### config.mk
export PLATFORM = sky130hd
export DESIGN_NAME = mem_arbiter
export DESIGN_NICKNAME = d
export VERILOG_FILES = /design/src/rtl/mem_arb_pkg.sv /design/src/rtl/mem_arb_pick.sv /design/src/rtl/mem_arbiter.sv
export SDC_FILE = /design/constraint.sdc
export NUM_CORES = 1
export LEC_CHECK = 0
export ABC_AREA = 1
export CORE_AREA = 2 2 117 119
export DETAILED_ROUTE_END_ITERATION = 16
export DIE_AREA = 0 0 119 121
export DONT_BUFFER_PORTS = 1
export PLACE_DENSITY = 0.35
export SLEW_MARGIN = 10
export SYNTH_ARGS = -nofsm -noshare
export SYNTH_HDL_FRONTEND = slang
export SYNTH_SLANG_ARGS = --single-unit
### constraint.sdc
create_clock -name i_clk -period 3.8 [get_ports i_clk]
set_input_delay 0.38 -clock i_clk [delete_from_list [all_inputs] [get_ports i_clk]]
set_output_delay 0.38 -clock i_clk [all_outputs]
set_load 0.02 [all_outputs]
### src/rtl/mem_arb_pkg.sv
// -----------------------------------------------------------------------------
// mem_arb_pkg
// Shared definitions for the I-cache / D-cache memory arbiter:
//   - FSM state encoding (IDLE, GRANT_IC, GRANT_DC)
//   - owner encoding (IC = 0, DC = 1)
//   - transaction-type constants (read / write)
//   - default read burst length (words per cache line)
// -----------------------------------------------------------------------------
package mem_arb_pkg;

  typedef enum logic [1:0] {
    ST_IDLE     = 2'b00,
    ST_GRANT_IC = 2'b01,
    ST_GRANT_DC = 2'b10
  } arb_state_e;

  localparam logic OWNER_IC = 1'b0;
  localparam logic OWNER_DC = 1'b1;

  localparam logic TXN_READ  = 1'b0;
  localparam logic TXN_WRITE = 1'b1;

  localparam int BURST_DEFAULT = 4;

endpackage

### src/rtl/mem_arb_pick.sv
// -----------------------------------------------------------------------------
// mem_arb_pick
// Combinational winner select between the two cache ports.
// Configuration macro: MEM_ARB_ROUND_ROBIN_EN
//   defined   : on contention the port that was not the last owner wins
//   undefined : fixed priority, DC over IC (last-owner input ignored)
// Ports:
//   i_ic_req, i_dc_req : port is requesting (ren or wen)
//   i_last_owner       : owner of the previous grant (OWNER_IC / OWNER_DC)
//   o_win_valid        : at least one port is requesting
//   o_win_owner        : winning port
// -----------------------------------------------------------------------------
module mem_arb_pick
  import mem_arb_pkg::*;
(
  input  logic i_ic_req,
  input  logic i_dc_req,
  input  logic i_last_owner,
  output logic o_win_valid,
  output logic o_win_owner
);

  always_comb begin
    o_win_valid = i_ic_req | i_dc_req;
    o_win_owner = OWNER_IC;
    if (i_dc_req && !i_ic_req) begin
      o_win_owner = OWNER_DC;
    end else if (i_dc_req && i_ic_req) begin
`ifdef MEM_ARB_ROUND_ROBIN_EN
      o_win_owner = (i_last_owner == OWNER_DC) ? OWNER_IC : OWNER_DC;
`else
      o_win_owner = OWNER_DC;
`endif
    end
  end

`ifndef MEM_ARB_ROUND_ROBIN_EN
  // Fixed priority never consults the previous owner.
  logic unused_last_owner;
  assign unused_last_owner = i_last_owner;
`endif

endmodule

### src/rtl/mem_arbiter.sv
// -----------------------------------------------------------------------------
// mem_arbiter
// Arbitrates the I-cache and D-cache ready/valid memory interfaces onto one
// word-granular memory port. A grant covers a whole BURST-beat line fill or a
// single write-through word, so cache transactions never interleave.
// Configuration macro: MEM_ARB_ROUND_ROBIN_EN (see mem_arb_pick); when defined
// a last-owner register is built, otherwise DC has fixed priority.
// Ports:
//   i_clk, i_rst_n (async, active-low)
//   i_{ic,dc}_ren/wen/addr/wdata : cache requests
//   o_{ic,dc}_ready              : request beat accepted this cycle
//   o_{ic,dc}_valid/rdata        : read data returned to that cache
//   i_mem_ready, o_mem_addr/ren/wen/wdata, i_mem_rdata, i_mem_valid : memory
// -----------------------------------------------------------------------------
module mem_arbiter
  import mem_arb_pkg::*;
#(
  parameter int BURST = BURST_DEFAULT,
  parameter int AW    = 32,
  parameter int DW    = 32
) (
  input  logic          i_clk,
  input  logic          i_rst_n,
  input  logic          i_ic_ren,
  input  logic          i_ic_wen,
  input  logic [AW-1:0] i_ic_addr,
  input  logic [DW-1:0] i_ic_wdata,
  output logic          o_ic_ready,
  output logic          o_ic_valid,
  output logic [DW-1:0] o_ic_rdata,
  input  logic          i_dc_ren,
  input  logic          i_dc_wen,
  input  logic [AW-1:0] i_dc_addr,
  input  logic [DW-1:0] i_dc_wdata,
  output logic          o_dc_ready,
  output logic          o_dc_valid,
  output logic [DW-1:0] o_dc_rdata,
  input  logic          i_mem_ready,
  output logic [AW-1:0] o_mem_addr,
  output logic          o_mem_ren,
  output logic          o_mem_wen,
  output logic [DW-1:0] o_mem_wdata,
  input  logic [DW-1:0] i_mem_rdata,
  input  logic          i_mem_valid
);

  localparam int CW = $clog2(BURST + 1);
  localparam logic [CW-1:0] BURST_CNT = CW'(BURST);
  localparam logic [CW-1:0] LAST_RET  = CW'(BURST - 1);

  arb_state_e    state_q, state_d;
  logic [CW-1:0] issued_q, issued_d;
  logic [CW-1:0] returned_q, returned_d;
  logic          started_q, started_d;
  logic          txn_q, txn_d;
  logic          last_owner_q;
  logic          win_valid, win_owner;
  logic          granted;
  logic          sel_ren, sel_wen;
  logic [AW-1:0] sel_addr;
  logic [DW-1:0] sel_wdata;
  logic          fwd_ren, fwd_wen, beat_acc;

  mem_arb_pick u_pick (
    .i_ic_req     (i_ic_ren | i_ic_wen),
    .i_dc_req     (i_dc_ren | i_dc_wen),
    .i_last_owner (last_owner_q),
    .o_win_valid  (win_valid),
    .o_win_owner  (win_owner)
  );

`ifdef MEM_ARB_ROUND_ROBIN_EN
  logic last_owner_d;

  always_comb begin
    last_owner_d = last_owner_q;
    if (state_q == ST_IDLE && win_valid) last_owner_d = win_owner;
  end

  always_ff @(posedge i_clk or negedge i_rst_n) begin
    if (!i_rst_n) last_owner_q <= OWNER_IC;
    else          last_owner_q <= last_owner_d;
  end
`else
  assign last_owner_q = OWNER_IC;
`endif

  assign granted = (state_q != ST_IDLE);

  // Request source for the current owner.
  always_comb begin
    if (state_q == ST_GRANT_DC) begin
      sel_ren   = i_dc_ren;
      sel_wen   = i_dc_wen;
      sel_addr  = i_dc_addr;
      sel_wdata = i_dc_wdata;
    end else begin
      sel_ren   = i_ic_ren;
      sel_wen   = i_ic_wen;
      sel_addr  = i_ic_addr;
      sel_wdata = i_ic_wdata;
    end
  end

  always_comb begin
    state_d    = state_q;
    issued_d   = issued_q;
    returned_d = returned_q;
    started_d  = started_q;
    txn_d      = txn_q;
    fwd_ren    = 1'b0;
    fwd_wen    = 1'b0;
    beat_acc   = 1'b0;
    case (state_q)
      ST_IDLE: begin
        issued_d   = '0;
        returned_d = '0;
        started_d  = 1'b0;
        txn_d      = TXN_READ;
        if (win_valid) state_d = (win_owner == OWNER_DC) ? ST_GRANT_DC : ST_GRANT_IC;
      end
      ST_GRANT_IC, ST_GRANT_DC: begin
        // Once the type is latched, only further reads of an unfinished burst
        // are forwarded; anything else from the owner is held off.
        fwd_ren  = sel_ren && (!started_q || (txn_q == TXN_READ && issued_q != BURST_CNT));
        fwd_wen  = sel_wen && !started_q;
        beat_acc = (fwd_ren || fwd_wen) && i_mem_ready;
        if (beat_acc && !started_q) begin
          started_d = 1'b1;
          txn_d     = fwd_wen ? TXN_WRITE : TXN_READ;
        end
        if (beat_acc && fwd_ren) issued_d = issued_q + CW'(1);
        if (beat_acc && fwd_wen) state_d = ST_IDLE;
        // Only responses to this grant's reads count toward completion.
        if (i_mem_valid && started_q && txn_q == TXN_READ) begin
          returned_d = returned_q + CW'(1);
          if (returned_q == LAST_RET) state_d = ST_IDLE;
        end
      end
      default: state_d = ST_IDLE;
    endcase
  end

  always_ff @(posedge i_clk or negedge i_rst_n) begin
    if (!i_rst_n) begin
      state_q    <= ST_IDLE;
      issued_q   <= '0;
      returned_q <= '0;
      started_q  <= 1'b0;
      txn_q      <= TXN_READ;
    end else begin
      state_q    <= state_d;
      issued_q   <= issued_d;
      returned_q <= returned_d;
      started_q  <= started_d;
      txn_q      <= txn_d;
    end
  end

  // Every output is qualified by the registered state, so an asynchronous
  // reset (state forced to IDLE) zeroes all of them immediately.
  assign o_mem_ren   = fwd_ren;
  assign o_mem_wen   = fwd_wen;
  assign o_mem_addr  = granted ? sel_addr  : '0;
  assign o_mem_wdata = granted ? sel_wdata : '0;

  assign o_ic_ready  = (state_q == ST_GRANT_IC) && beat_acc;
  assign o_dc_ready  = (state_q == ST_GRANT_DC) && beat_acc;
  assign o_ic_valid  = i_mem_valid && (state_q == ST_GRANT_IC);
  assign o_dc_valid  = i_mem_valid && (state_q == ST_GRANT_DC);
  assign o_ic_rdata  = granted ? i_mem_rdata : '0;
  assign o_dc_rdata  = granted ? i_mem_rdata : '0;

endmodule

-- Yosys cells after proc, flatten, opt, wreduce, memory -nomap -nowiden
Index checks and enable logic that the tools add are counted.
- bits in registers: 10
- logic and storage cells: 72
- bitwise gates (word level): 4
- eq/ne operators: 8
- muxes and demuxes: 27
- reductions and logical operators: 26
- add/subtract/negate cells: 2
- operators by type and width (operator ; count):
    $mux 32 ; 5
    $logic_and 1x1->1 ; 15
    $pmux 3 s2 ; 2
    $mux 1 ; 10
    $mux 2 ; 5
    $add 3x1->3 const B ; 2
    $mux 3 ; 2
    $ne 2x2->1 const B ; 3
    $reduce_and 2->1 ; 3
    $pmux 1 s2 ; 2
    $pmux 2 s2 ; 1
    $reduce_bool 2->1 ; 2
    $eq 3x2->1 const B ; 1
    $ne 3x3->1 const B ; 1
    $or 1x1->1 ; 3
    $eq 2x1->1 const B ; 1
    $eq 2x2->1 const B ; 1
    $logic_not 1->1 ; 2
    $logic_not 2->1 ; 1
    $logic_or 1x1->1 ; 2
    $ne 2x1->1 const B ; 1
    $reduce_or 2->1 ; 1
    $not 1->1 ; 1

-- Logic depth before layout (Yosys ltp)
Gate-level depths: netlist (run 1).
- depth in word-level cells: 11
- mapped depth: 11
- depth with buffers taken out: 10

-- By module
Synthesis (run 1) repeated with hierarchy kept, for this count alone.
- cells, all modules: 419
- area total of the unflattened synthesis: 2147.1 um^2
- by module, submodules not included (module ; times used ; sequential area each (um^2) ; cells each ; area each (um^2)):
    mem_arbiter ; 1 ; 250.2 ; 415 ; 2132.0
    mem_arb_pick ; 1 ; 0.0 ; 4 ; 15.0

-- Worst setup path before layout (run 1)
No wires, ideal clock.
- path type: reg-to-output
- from: register state_q[1]
- to: output o_ic_rdata[10]
- setup slack: 1.908 ns
- stages on the path, launching flop included: 7
- required time: 3.420 ns
- path buffers: 3
- arrival: 1.512 ns
- cells stage by stage: dfrtp_1 inv_1 ha_1 buf_2 clkbuf_1 nor2_1 buf_4
- word-level cells in the longest chain between the ends: 2
- ends and longest elaborated chain (element ; line ; text):
    start, declared ; mem_arbiter.sv:51 ; arb_state_e state_q, state_d;
    start signal, assigned ; mem_arbiter.sv:152 ; state_q <= state_d;
    $reduce_bool 2->1 ; mem_arbiter.sv:88 ; assign granted = (state_q != ST_IDLE);
    $mux 32 ; - ;
    end, declared ; mem_arbiter.sv:30 ; output logic [DW-1:0] o_ic_rdata,
Every way passes these cells.

-- Final worst setup path (run 1)
- from: register state_q[1]
- to: output o_mem_addr[5]
- word-level cells in the longest chain between the ends: 3
- ends and longest elaborated chain (element ; line ; text):
    $eq 2x2->1 ; mem_arbiter.sv:92 ; if (state_q == ST_GRANT_DC) begin
    $mux 32 ; mem_arbiter.sv:92 ;
    $mux 32 * ; mem_arbiter.sv:164 ; assign o_mem_addr = granted ? sel_addr : '0;
    end, declared ; mem_arbiter.sv:39 ; output logic [AW-1:0] o_mem_addr,
Mark *: on every way between the ends. The rest lies on a longest branch, timed or not.

==> impl_metrics.env, run 1 <==
export IMPL_starting_density_of_the_core=0.163
export IMPL_synthesized_net_count=591
export IMPL_ys_async_sr_fraction=1.00
export IMPL_layout_cells_most_common="sky130_fd_sc_hd__nor2_1"
export IMPL_result_of_the_run="completed"
export IMPL_grt_setup_unrepaired="no"
export IMPL_place_congestion=0.770
export IMPL_critical_path_startpoint_type="register"
export IMPL_design_die_area_sq_mm=0.0144
export IMPL_tritoncts_sinks=10
export IMPL_floorplan_die_height_microns=121
export IMPL_yosys_warnings=0
export IMPL_yosys_mux_area_fraction=0
export IMPL_final_max_slew_viol_count=0
export IMPL_min_path_type="primary input to register"
export IMPL_synth_adder_area_share=0.0470
export IMPL_power_ir_vdd_worst_v=0.000499
export IMPL_clk_pin_slew_ps=40
export IMPL_clock_tree_root_cell="sky130_fd_sc_hd__clkbuf_16"
export IMPL_post_cts_setup_buffers=0
export IMPL_seq_area_frac_synth=0.118
export IMPL_setup_worst_path_end_class="primary output"
export IMPL_wl_per_cell_microns=15.7
export IMPL_globalRoute_totalOverflow=0
export IMPL_cts_resized_gates=0
export IMPL_synthSimpleGateAreaFrac=0.389
export IMPL_via_count=2345
export IMPL_final_hold_violating_endpoints=0
export IMPL_synth_seq_cells=10
export IMPL_synth_enable_flop_cells=0
export IMPL_synth_top_cell_by_area="sky130_fd_sc_hd__nor2_1"
export IMPL_finish_net_count=544
export IMPL_cell_pwr_density_mw_per_mm2=1200
export IMPL_detail_route_wirelength_microns=8510
export IMPL_drt_first_pass_iters=4
export IMPL_finalWorstPathRequiredPeriod_ps=2660
export IMPL_ratio_of_cells_with_drive_above_1_in_the_final_layout=0.0545
export IMPL_cts_tree="done"
export IMPL_cellLeakagePower_nw=1.09
export IMPL_synthToLayoutAreaGrowth_pct=-0.705
export IMPL_insertion_delay_ps=230
export IMPL_clock_tree_htree_level_count=1
export IMPL_worst_path_buf_inv=3
export IMPL_worst_slew_pin_slew_ps=849
export IMPL_drt_iter0_drc=78
export IMPL_critical_path_cell_chain="inv_1 > ha_1 > inv_2 > buf_4 > o21ai_0 > nor2_1"
export IMPL_timing_critical_path_fanout_max=47
export IMPL_critPathKind="register to primary output"
export IMPL_viasPerCell=4.32
export IMPL_ys_types=21
export IMPL_timing_max_cap_violations=0
export IMPL_core_area_sq_mm=0.0131
export IMPL_max_slew_margin_rel=0.432
export IMPL_die_x_microns=119
export IMPL_synth_xor_area_frac=0
export IMPL_fillerInstances=1533
export IMPL_worst_ep_required_time_ps=3420
export IMPL_synth_compound_area_frac=0.177
export IMPL_fmax_ghz=0.376
export IMPL_mostFrequentLayoutCells="sky130_fd_sc_hd__nor2_1, sky130_fd_sc_hd__o21ai_0, sky130_fd_sc_hd__inv_1, sky130_fd_sc_hd__nand2_1, sky130_fd_sc_hd__o21ai_1"
export IMPL_fraction_of_post_synthesis_cell_area_in_the_top_cell_type_by_area=0.296
export IMPL_antenna_viol_nets_final=0
export IMPL_fin_worst_hold_slack_ps=318
export IMPL_synth_top_cells_by_area="sky130_fd_sc_hd__nor2_1, sky130_fd_sc_hd__o21ai_0, sky130_fd_sc_hd__dfrtp_1"
export IMPL_path_delay_family="buffers and inverters"
export IMPL_ioPinCount=302
export IMPL_worst_endpoint_arrival_ps=2280
export IMPL_drc_errors=0
export IMPL_global_route_usage_total=0.102
export IMPL_syn_area_per_cell_sq_um=5.13
export IMPL_final_min_period_over_clock_period=0.699
export IMPL_cts_made_buffers=3
export IMPL_largest_net_degree_at_the_start_of_global_routing=68
export IMPL_finalSetupViolations=0
export IMPL_crit_path_max_incr_delay_ps=450
export IMPL_placementRows=42
export IMPL_ctsLongestPathBuffers=2
export IMPL_finalSetupTns_ps=0
export IMPL_first_global_vias=2012
export IMPL_combinational_family_with_the_most_area_after_synthesis="simple AND/OR/NAND/NOR gates"
export IMPL_synth_main_ff_cell="sky130_fd_sc_hd__dfrtp_1"
export IMPL_antenna_cells_inserted=0
export IMPL_clock_skew_final_ps=3.20
export IMPL_synthesis_area_sq_mm=0.00213
export IMPL_grt_first_pass_wirelength_microns=11300
export IMPL_critPathSlowestCell="sky130_fd_sc_hd__inv_2"
export IMPL_finalCoreUtilization=0.162
export IMPL_grt_antenna_before_repair=0
export IMPL_place_detailed_hpwl_microns=7130
export IMPL_synthCells=415
export IMPL_place_port_buffers=0
## synth_stat cells (2+ instances only)
library cell / n
sky130_fd_sc_hd__inv_2: 4
sky130_fd_sc_hd__nand2_2: 3
sky130_fd_sc_hd__clkbuf_1: 9
sky130_fd_sc_hd__ha_1: 8
sky130_fd_sc_hd__buf_4: 33
sky130_fd_sc_hd__o21ai_0: 59
sky130_fd_sc_hd__a21oi_1: 2
sky130_fd_sc_hd__nand3_1: 3
sky130_fd_sc_hd__buf_2: 13
sky130_fd_sc_hd__nand2_1: 31
sky130_fd_sc_hd__nor2_1: 168
sky130_fd_sc_hd__dfrtp_1: 10
sky130_fd_sc_hd__inv_1: 49
sky130_fd_sc_hd__nand4_1: 3
sky130_fd_sc_hd__buf_6: 2
sky130_fd_sc_hd__o21ai_1: 13
## what timing repair did
item                                    CTS  global route
hold endpoints to repair                 10             0
hold buffers                              1             0
endpoints found under the setup margin    0             0
## cells by family (layout without fill, tap and decap cells)
logic type               Yosys count  after routing
AO/OA/AOI/OAI                     75             75
adder cells (fa/ha/maj)            8              8
buffers and inverters            111             63
flip-flops                        10             10
AND/OR/NAND/NOR                  211            211
## per-layer routing
metal / vias up / part of all wire / GRT usage
met4: 0 / 0.029 / 0.0446
met3: 15 / 0.093 / 0.0226
li1: 1135 / - / -
met2: 187 / 0.48 / 0.179
met5: - / 0 / 0
met1: 1008 / 0.40 / 0.119
## through the flow
stage | std cells | cell area (sq um) | total power, W | worst slack (ps)
6_report | 543 | 2110 | 0.00253 | 1140
5_1_grt | 543 | 2110 | 0.00274 | 948
4_1_cts | 543 | 2110 | 0.00256 | 1120
3_5_place_dp | 538 | 2010 | 0.00234 | 1370
3_3_place_gp | 538 | 2010 | 0.00233 | 1430
2_1_floorplan | 415 | 2130 | 0.00218 | 1910
## worst reg2reg max path, cell delays in order, from the launching register on
cell	delay [ps]
sky130_fd_sc_hd__dfrtp_1	430
sky130_fd_sc_hd__inv_1	90
sky130_fd_sc_hd__ha_1	200
sky130_fd_sc_hd__inv_2	450
sky130_fd_sc_hd__buf_4	380
sky130_fd_sc_hd__nor2_1	110
sky130_fd_sc_hd__inv_2	90
sky130_fd_sc_hd__nand2_1	100
sky130_fd_sc_hd__nand3_1	80
sky130_fd_sc_hd__nand2_1	60
## sequential cells by signal, summed over array words and instances, names as in the netlist
signal      flops
issued_q        3
txn_q           1
started_q       1
returned_q      3
state_q         2
## worst paths after layout
kind	startpoint	endpoint	slack [ps]	cells past startpoint
max reg2reg	state_q[1]	returned_q[1]	1690	9
min	i_dc_wen	state_q[1]	320	3
max in group asynchronous	i_rst_n	issued_q[2]	2920	1
max	state_q[1]	o_mem_addr[5]	1140	6
min in group asynchronous	i_rst_n	txn_q	550	1
min reg2reg	returned_q[1]	returned_q[1]	480	2
## layout make-up
| cell class | count | area, sq um | area share |
|---|---|---|---|
| sequential | 10 | 250 | 0.118 |
| inverter | 53 | 199 | 0.0941 |
| timing repair buffer | 6 | 47.5 | 0.0225 |
| multi-input combinational | 294 | 1310 | 0.619 |
| clock buffer | 4 | 88.8 | 0.0420 |
| tap | 176 | 220 | 0.104 |
## power breakdown
part	switching, W	leakage, nW	internal [W]	total [W]
logic	0.00180	0.909	0.000351	0.00215
registers	0.0000274	0.133	0.000142	0.000169
clock network	0.0000488	0.0442	0.000158	0.000207
Power figures use the tool's default switching activity.
==> run 2, diff against run 1 <==
PLACE_DENSITY = 0.36   (was 0.35)
clock period = 2.13 ns   (was 3.8 ns; I/O delays follow)
==> impl_metrics.env, run 2 (same netlist as run 1, synthesis figures left out) <==
export IMPL_insertion_delay_ps=230
export IMPL_clockPowerShare=0.066
export IMPL_multi_input_comb_area_sq_mm=0.00133
export IMPL_drt_iter0_drc=82
export IMPL_clock_tree_root_cell="sky130_fd_sc_hd__clkbuf_16"
export IMPL_final_hold_violating_endpoints=0
export IMPL_cts_tree="done"
export IMPL_ioPinCount=302
export IMPL_place_port_buffers=0
export IMPL_finalSetupViolations=0
export IMPL_timing_max_cap_violations=0
export IMPL_cell_pwr_density_mw_per_mm2=2010
export IMPL_finish_net_count=586
export IMPL_cells_on_worst_reg2reg_path=10
export IMPL_worst_path_buf_inv=3
export IMPL_final_max_slew_viol_count=0
export IMPL_netSwitchingFraction=0.682
export IMPL_mostFrequentLayoutCells="sky130_fd_sc_hd__nor2_1, sky130_fd_sc_hd__o21ai_0, sky130_fd_sc_hd__inv_1, sky130_fd_sc_hd__buf_4, sky130_fd_sc_hd__nand2_1"
export IMPL_ratio_of_cells_with_drive_above_1_in_the_final_layout=0.162
export IMPL_timing_critical_path_fanout_max=66
export IMPL_ctsLongestPathBuffers=2
export IMPL_worst_ep_required_time_ps=1920
export IMPL_path_delay_family="buffers and inverters"
export IMPL_critPathKind="register to primary output"
export IMPL_clk_pin_slew_ps=40
export IMPL_global_route_usage_total=0.0949
export IMPL_die_x_microns=119
export IMPL_final_min_period_over_clock_period=0.952
export IMPL_timing_rr_start="state_q[0]"
export IMPL_result_of_the_run="completed"
export IMPL_p_comb_frac=0.872
export IMPL_power_ir_vdd_worst_v=0.000577
export IMPL_p_int_w=0.00159
export IMPL_crit_path_max_incr_delay_ps=380
export IMPL_core_area_sq_mm=0.0131
export IMPL_clock_skew_final_ps=0.659
export IMPL_fmax_ghz=0.493
export IMPL_finalSetupTns_ps=0
export IMPL_min_path_type="primary input to register"
export IMPL_worst_slew_pin_slew_ps=484
export IMPL_grt_first_pass_wirelength_microns=10700
export IMPL_design_die_area_sq_mm=0.0144
export IMPL_place_congestion=0.815
export IMPL_placementRows=42
export IMPL_tritoncts_sinks=10
export IMPL_largestRegisters="issued_q (3), returned_q (3), state_q (2)"
export IMPL_whs_endpoint="state_q[1]"
export IMPL_startpoint="state_q[0]"
export IMPL_cts_made_buffers=3
export IMPL_seq_area_sq_um=251
export IMPL_critical_path_cell_chain="inv_1 > ha_2 > inv_2 > buf_12 > o21ai_0 > nor2_1"
export IMPL_critPathSlowestCell="sky130_fd_sc_hd__nor2_1"
export IMPL_clock_tree_htree_level_count=1
export IMPL_floorplan_die_height_microns=121
export IMPL_finalWorstPathRequiredPeriod_ps=2030
export IMPL_place_detailed_hpwl_microns=6750
export IMPL_post_cts_setup_buffers=0
export IMPL_first_global_vias=2138
export IMPL_fillerInstances=1492
export IMPL_wl_per_cell_microns=13.7
export IMPL_grt_antenna_before_repair=0
export IMPL_power_total_w=0.00498
export IMPL_setup_worst_path_end_class="primary output"
export IMPL_r2r_slack_ps=450
export IMPL_drt_first_pass_iters=4
export IMPL_net_load_switching_power_w=0.00340
export IMPL_synthToLayoutAreaGrowth_pct=16.3
export IMPL_starting_density_of_the_core=0.163
export IMPL_antenna_viol_nets_final=0
export IMPL_worst_endpoint_arrival_ps=1810
export IMPL_worstHoldPathCells=3
export IMPL_largest_net_degree_at_the_start_of_global_routing=67
export IMPL_max_slew_margin_rel=0.676
export IMPL_viasPerCell=4.25
export IMPL_globalRoute_totalOverflow=0
export IMPL_cellLeakagePower_nw=1.31
export IMPL_via_count=2482
export IMPL_antenna_cells_inserted=0
export IMPL_detail_route_wirelength_microns=7980
export IMPL_layout_cells_most_common="sky130_fd_sc_hd__nor2_1"
export IMPL_critical_path_startpoint_type="register"
export IMPL_drc_errors=0
export IMPL_holdCritStartpoint="i_dc_wen"
export IMPL_crit_reg2reg_capture="state_q[0]"
export IMPL_p_seq_frac=0.062
==> run 2: cell types whose count changed in the layout (fill, tap and decap cells not counted) <==
cell,previous run,this run
sky130_fd_sc_hd__buf_12,0,3
sky130_fd_sc_hd__buf_4,5,44
sky130_fd_sc_hd__clkbuf_8,1,0
sky130_fd_sc_hd__dfrtp_1,10,9
sky130_fd_sc_hd__dfrtp_2,0,1
sky130_fd_sc_hd__ha_1,7,6
sky130_fd_sc_hd__ha_4,0,1
sky130_fd_sc_hd__inv_2,4,3
sky130_fd_sc_hd__inv_4,0,1
sky130_fd_sc_hd__nor2_1,168,165
sky130_fd_sc_hd__nor2_2,0,3
==> run 2: layout make-up <==
class,instances,area share
clock buffers,3,0.0303
inverters,53,0.0814
multi-input cells,294,0.536
flip-flops and latches,10,0.102
well taps,176,0.0889
repair buffers,48,0.162
==> run 2: power by group through the flow <==
stage	clock network, W	logic (W)	registers (W)
global route	0.000343	0.00470	0.000315
finish	0.000327	0.00435	0.000309
floorplan	0	0.00359	0.000291
CTS	0.000336	0.00437	0.000300
global placement	0	0.00431	0.000300
detailed placement	0	0.00435	0.000303
==> run 2: how the worst max path moves through the flow <==
| stage | to | depth (start not counted) |
|---|---|---|
| 6_report | o_mem_wdata[9] | 6 |
| 5_1_grt | o_mem_addr[5] | 6 |
| 4_1_cts | o_mem_wdata[31] | 6 |
| 3_5_place_dp | o_mem_wdata[31] | 6 |
| 3_3_place_gp | o_mem_wdata[9] | 6 |
| 2_1_floorplan | o_ic_rdata[10] | 6 |
==> run 2: per-layer routing <==
metal | vias up | routed length, microns | GRT usage | share of wire
met5 | - | 0 | 0 | 0
met4 | 0 | 388 | 0.0551 | 0.049
met3 | 25 | 785 | 0.0240 | 0.098
met2 | 194 | 3950 | 0.177 | 0.49
met1 | 1047 | 2860 | 0.0951 | 0.36
li1 | 1216 | - | - | -
==> run 2: stage by stage <==
stage               worst slack (ps)   util  hold WS [ps]  cell area (sq um)  instances
floorplan                        405      -         -82.6               2130        415
global placement                 345  0.181         -82.4               2370        580
detailed placement               330  0.181         -82.4               2370        580
CTS                             78.2  0.187           163               2450        584
global route                   -7.87  0.189           168               2480        584
finish                           103  0.189           159               2480        584
==> run 2: timing repair <==
item	CTS	global route
resized for setup	0	7
hold buffers	1	0
endpoints found under the setup margin	0	14
hold endpoints to repair	10	0
==> run 2: worst register-to-register path, delay by kind of cell (launching register included) <==
| family | cells | cell delay, ps |
|---|---|---|
| DFF | 1 | 390 |
| and+or+nand+nor | 5 | 520 |
| buffers and inverters | 4 | 440 |
| adders and majority gates | 1 | 220 |
==> patch 1, RTL diff (flow settings as in run 2) <==
The 3 states of `arb_state_e` get a one-hot encoding in 3 bits.
--- a/src/rtl/mem_arb_pkg.sv
+++ b/src/rtl/mem_arb_pkg.sv
@@ -10,6 +10,6 @@
 
-  typedef enum logic [1:0] {
-    ST_IDLE     = 2'b00,
-    ST_GRANT_IC = 2'b01,
-    ST_GRANT_DC = 2'b10
+  typedef enum logic [2:0] {
+    ST_IDLE     = 3'b001,
+    ST_GRANT_IC = 3'b010,
+    ST_GRANT_DC = 3'b100
   } arb_state_e;
Formal check against the unedited RTL: no difference found for any inputs over 10 cycles, from zero or initial values and one cycle with i_rst_n low; not proved beyond that.
==> patch 1 against run 2 <==
- register-to-register slack gained 60 ps
- die area unchanged
- synthesized area up 4.6%
- total power rose by 15%
- routed wire length increased by 4.1%
- cell area rose by 19%
- via count increased by 9.1%
- count of clock-buffer cells in the layout grew 1
- global-route usage grew 1.1 points
- worst setup slack improved by 79 ps
- synthesized cell count shrank 1.9%
- sequential cell count increased by 1
- critical endpoint is now o_mem_addr[31]
- highest routed layer unchanged
==> patch 1: results <==
{
  "run_status": "complete, no violations",
  "yosysSeqAreaShare_pct": 12.42,
  "via_count_of_the_first_global_routing_pass": 2437,
  "final_layout_size_suffix_gt1_share_pct": 27.29,
  "hpwl_um": 6876,
  "cells_after_synth": 407,
  "rr_worst_depth": 7,
  "vdd_drop_max_mv": 0.7759,
  "wl_met3_um": 707,
  "global_route.usage.met1_pct": 12.89,
  "post_synth_fa_ha_maj_area_fraction_pct": 2.247,
  "worstReg2RegEnd": "txn_q",
  "wl_met2_um": 4217,
  "power_switching_uw": 3424,
  "crit_family": "flip-flops",
  "powerSeq_uw": 362,
  "post-layout-total-power_uw": 5719,
  "r2r_slack_ps": 510,
  "yosys.area_share.xor_xnor_pct": 0.3933,
  "fin_cells": 634,
  "n_sequential_cell": 11,
  "timing.hold.worst.start": "i_dc_ren",
  "preCtsSetupSlack_ps": 355.7,
  "synth_cell_types": 30,
  "worstReg2RegStart": "state_q[1]",
  "area.share.sequential_pct": 9.412,
  "post_synth_most_frequent_cells": "168 x sky130_fd_sc_hd__nor2_1, 60 x sky130_fd_sc_hd__o21ai_0, 45 x sky130_fd_sc_hd__inv_1",
  "filler_cell_count": 1496,
  "multi_input_area_share_pct": 46.12,
  "buffer_ports.inserted": 0,
  "global_routing_usage_on_met2_pct": 19.04,
  "gp_routability_congestion": 0.8069,
  "critical-path-max-stage-delay_ps": 590,
  "synth_area_leaders": "sky130_fd_sc_hd__nor2_1 28%, sky130_fd_sc_hd__o21ai_0 13%, sky130_fd_sc_hd__buf_4 12%",
  "placedInstanceArea_um2": 2845,
  "syn_nets": 579,
  "design_area_um2": 2938,
  "slew_headroom_pct": 64.22,
  "grt_first_pass_wirelength_um": 12520,
  "nNonClkBuffers": 103,
  "synth_compound_gate_area_share_pct": 17.87,
  "fin_worst_hold_slack_ps": 128.7,
  "clock_tree.htree_level_count": 1,
  "final-clk-cell-share_pct": 2.683,
  "timing.critical_path.slowest_stage_cell": "sky130_fd_sc_hd__dfstp_2",
  "multiInputCombCellCount": 290,
  "critPathMaxFanout": 45,
  "timing.hold.worst_endpoint": "state_q[2]",
  "share_comb_of_total_power_pct": 87.5,
  "clock_skew_ps": 5.864,
  "largestRegisters": "issued_q: 3 flops, returned_q: 3 flops, state_q: 3 flops",
  "crit_arrival_ps": 1730,
  "tritoncts.num_buffers": 3,
  "worst_hold_path.num_cells": 2,
  "gr-usage-all-layers_pct": 10.58,
  "n_clock_buffer": 4,
  "invs_w_o_clock": 50,
  "drt_first_iter_violations": 137,
  "rows": 42,
  "grt_start_max_net_pins": 71
}
[patch 1: cell count changes after synthesis, moves of 5 or more]
cell	run 2	this run
sky130_fd_sc_hd__nand3_1	3	11
sky130_fd_sc_hd__buf_6	2	7
sky130_fd_sc_hd__buf_2	13	7
sky130_fd_sc_hd__nand2_1	31	20
[patch 1: logic make-up after synthesis]
logic type | Yosys count
xor+xnor | 1
simple gates | 211
compound gates | 74
fa+ha+maj | 4
flops | 11
buf+inv | 106
[patch 1: worst max-delay path by stage]
stage | from | end | slack [ps] | cells past startpoint
2_1_floorplan | state_q[2] | o_ic_rdata[10] | 490 | 6
3_3_place_gp | state_q[0] | o_mem_addr[31] | 390 | 6
3_5_place_dp | state_q[0] | o_mem_addr[31] | 360 | 6
4_1_cts | state_q[0] | o_mem_addr[31] | 90 | 6
5_1_grt | state_q[0] | o_mem_addr[31] | 30 | 6
6_report | state_q[0] | o_mem_addr[31] | 180 | 6
==> patch 2, RTL diff (settings of run 2) <==
Without the edit above. The parameter `DW` goes from 32 to 16.
--- a/src/rtl/mem_arbiter.sv
+++ b/src/rtl/mem_arbiter.sv
@@ -19,3 +19,3 @@
   parameter int AW    = 32,
-  parameter int DW    = 32
+  parameter int DW    = 16
 ) (
Ports: changed (6 resized); port bits go from 302 to 206. No check against the original RTL was run, so the function may have changed too.
==> patch 2 against run 2 <==
- total power is 30% lower
- routed wire length is 29% lower
- cell area is 22% lower
- highest routed layer unchanged
- worst setup slack better by 79 ps
- non-clock buffer count is 25 lower
- critical endpoint is now o_dc_ready
- sequential cell count stayed put
- synthesized cell count is 25% lower
- synthesized area is 24% lower
==> patch 2: results <==
{
  "timing.critical_path.slowest_stage_cell": "sky130_fd_sc_hd__dfrtp_1",
  "global_routing_usage_on_met2_pct": 14.73,
  "clock_tree.htree_level_count": 1,
  "power_switching_uw": 2316,
  "vdd_drop_max_mv": 0.3083,
  "via_count_of_the_first_global_routing_pass": 1595,
  "grt_start_max_net_pins": 50,
  "post_synth_most_frequent_cells": "119 x sky130_fd_sc_hd__nor2_1, 47 x sky130_fd_sc_hd__o21ai_0, 36 x sky130_fd_sc_hd__inv_1",
  "crit_arrival_ps": 1740,
  "syn_nets": 440,
  "via_count": 1845,
  "avgViaCountPerCell": 3.844,
  "num-nets-final": 434,
  "gp_routability_congestion": 0.7503,
  "tritoncts.num_buffers": 3,
  "critical-path-max-stage-delay_ps": 430,
  "cells_after_synth": 312,
  "yosysSeqAreaShare_pct": 15.38,
  "n_antenna_cell": 0,
  "total_leakage_power_uw": 0.0009697,
  "synthArstFlopShare_pct": 100.0,
  "clockBufferDepth": 2,
  "synth_area_leaders": "sky130_fd_sc_hd__nor2_1 27%, sky130_fd_sc_hd__dfrtp_1 15%, sky130_fd_sc_hd__o21ai_0 14%",
  "hpwl_um": 4869,
  "run_status": "complete, no violations",
  "worstHoldPathType": "primary input to register",
  "gr-usage-all-layers_pct": 7.077,
  "synth_cell_types": 20,
  "crit_family": "simple AND/OR/NAND/NOR gates",
  "drt_first_iter_violations": 42,
  "filler_cell_count": 1525,
  "global_route.usage.met1_pct": 6.876,
  "routed_wire_length_per_instance_um": 11.78,
  "place.detailed.instances": 476,
  "final_layout_size_suffix_gt1_share_pct": 10.53,
  "grt_use_met3_pct": 2.021,
  "yosys_warnings": 0,
  "clock_skew_ps": 0.6059,
  "grt_first_pass_wirelength_um": 8024,
  "slew_headroom_pct": 66.04,
  "critPathMaxFanout": 7
}
patch 2: cell count changes after synthesis, moves of 5 or more:
cell and delta:
sky130_fd_sc_hd__o21ai_1 -5, sky130_fd_sc_hd__o21ai_0 -12, sky130_fd_sc_hd__buf_4 -17, sky130_fd_sc_hd__buf_2 -6, sky130_fd_sc_hd__nor2_1 -49, sky130_fd_sc_hd__inv_1 -13
patch 2: metrics by stage:
stage | area (µm²) | setup slack, ps | power, µW
global placement | 1832 | 321.7 | 3162
floorplan | 1627 | 383.9 | 2765
detailed placement | 1832 | 260.3 | 3183
global route | 1928 | 3.007 | 3824
CTS | 1917 | 14.76 | 3527
finish | 1928 | 181.9 | 3502
patch 2: metal layers:
layer  share of wire (%)  wire (µm)
met5                   0          0
met4                0.37         21
met3                  10        570
met2                  54       3046
met1                  36       2015
patch 2: logic make-up (layout without fill, tap and decap cells):
group,Yosys count,after routing,synth area share [%]
flops,10,10,15.38
fa+ha+maj,8,8,6.154
simple gates,165,165,39.46
buf+inv,72,64,21.38
compound gates,57,57,17.62
patch 2: power by group through the flow:
| stage | registers [µW] | clock network, µW | logic (µW) |
|---|---|---|---|
| after floorplan | 286 | 0 | 2480 |
| after global placement | 291 | 0 | 2870 |
| after detailed placement | 297 | 0 | 2890 |
| after CTS | 293 | 336 | 2900 |
| after global routing | 304 | 347 | 3170 |
| final | 293 | 329 | 2880 |
patch 2: final timing paths:
check / start / slack, ps / endpoint / depth (start not counted)
max: state_q[1] / 180 / o_dc_ready / 8
min in group asynchronous: i_rst_n / 390 / returned_q[1] / 1
min reg2reg: returned_q[0] / 510 / returned_q[0] / 1
max in group asynchronous: i_rst_n / 1400 / issued_q[2] / 1
max reg2reg: state_q[1] / 450 / returned_q[0] / 9
min: i_mem_ready / 170 / txn_q / 2
patch 2: area by class of cell:
cell class | count | share of cell area [%]
sequential | 10 | 12.98
inverter | 38 | 7.398
timing repair buffer | 23 | 10.58
tap | 176 | 11.42
clock buffer | 3 | 3.894
multi-input combinational | 230 | 53.73
patch 2: worst reg2reg max path, stage by stage (launching register included):
cell and delay (ps):
sky130_fd_sc_hd__dfrtp_1 420, sky130_fd_sc_hd__inv_1 80, sky130_fd_sc_hd__ha_1 320, sky130_fd_sc_hd__buf_4 170, sky130_fd_sc_hd__nor2_1 160, sky130_fd_sc_hd__inv_1 90, sky130_fd_sc_hd__nand2_1 120, sky130_fd_sc_hd__inv_1 70
sky130_fd_sc_hd__nand2_1 50, sky130_fd_sc_hd__o21ai_0 70
patch 2: what timing repair did:
| action | 4_1_cts | 5_1_grt |
|---|---|---|
| setup endpoints to repair | 0 | 48 |
| gates resized for setup | 0 | 4 |
| hold buffers | 1 | 0 |
| hold endpoints to repair | 10 | 0 |
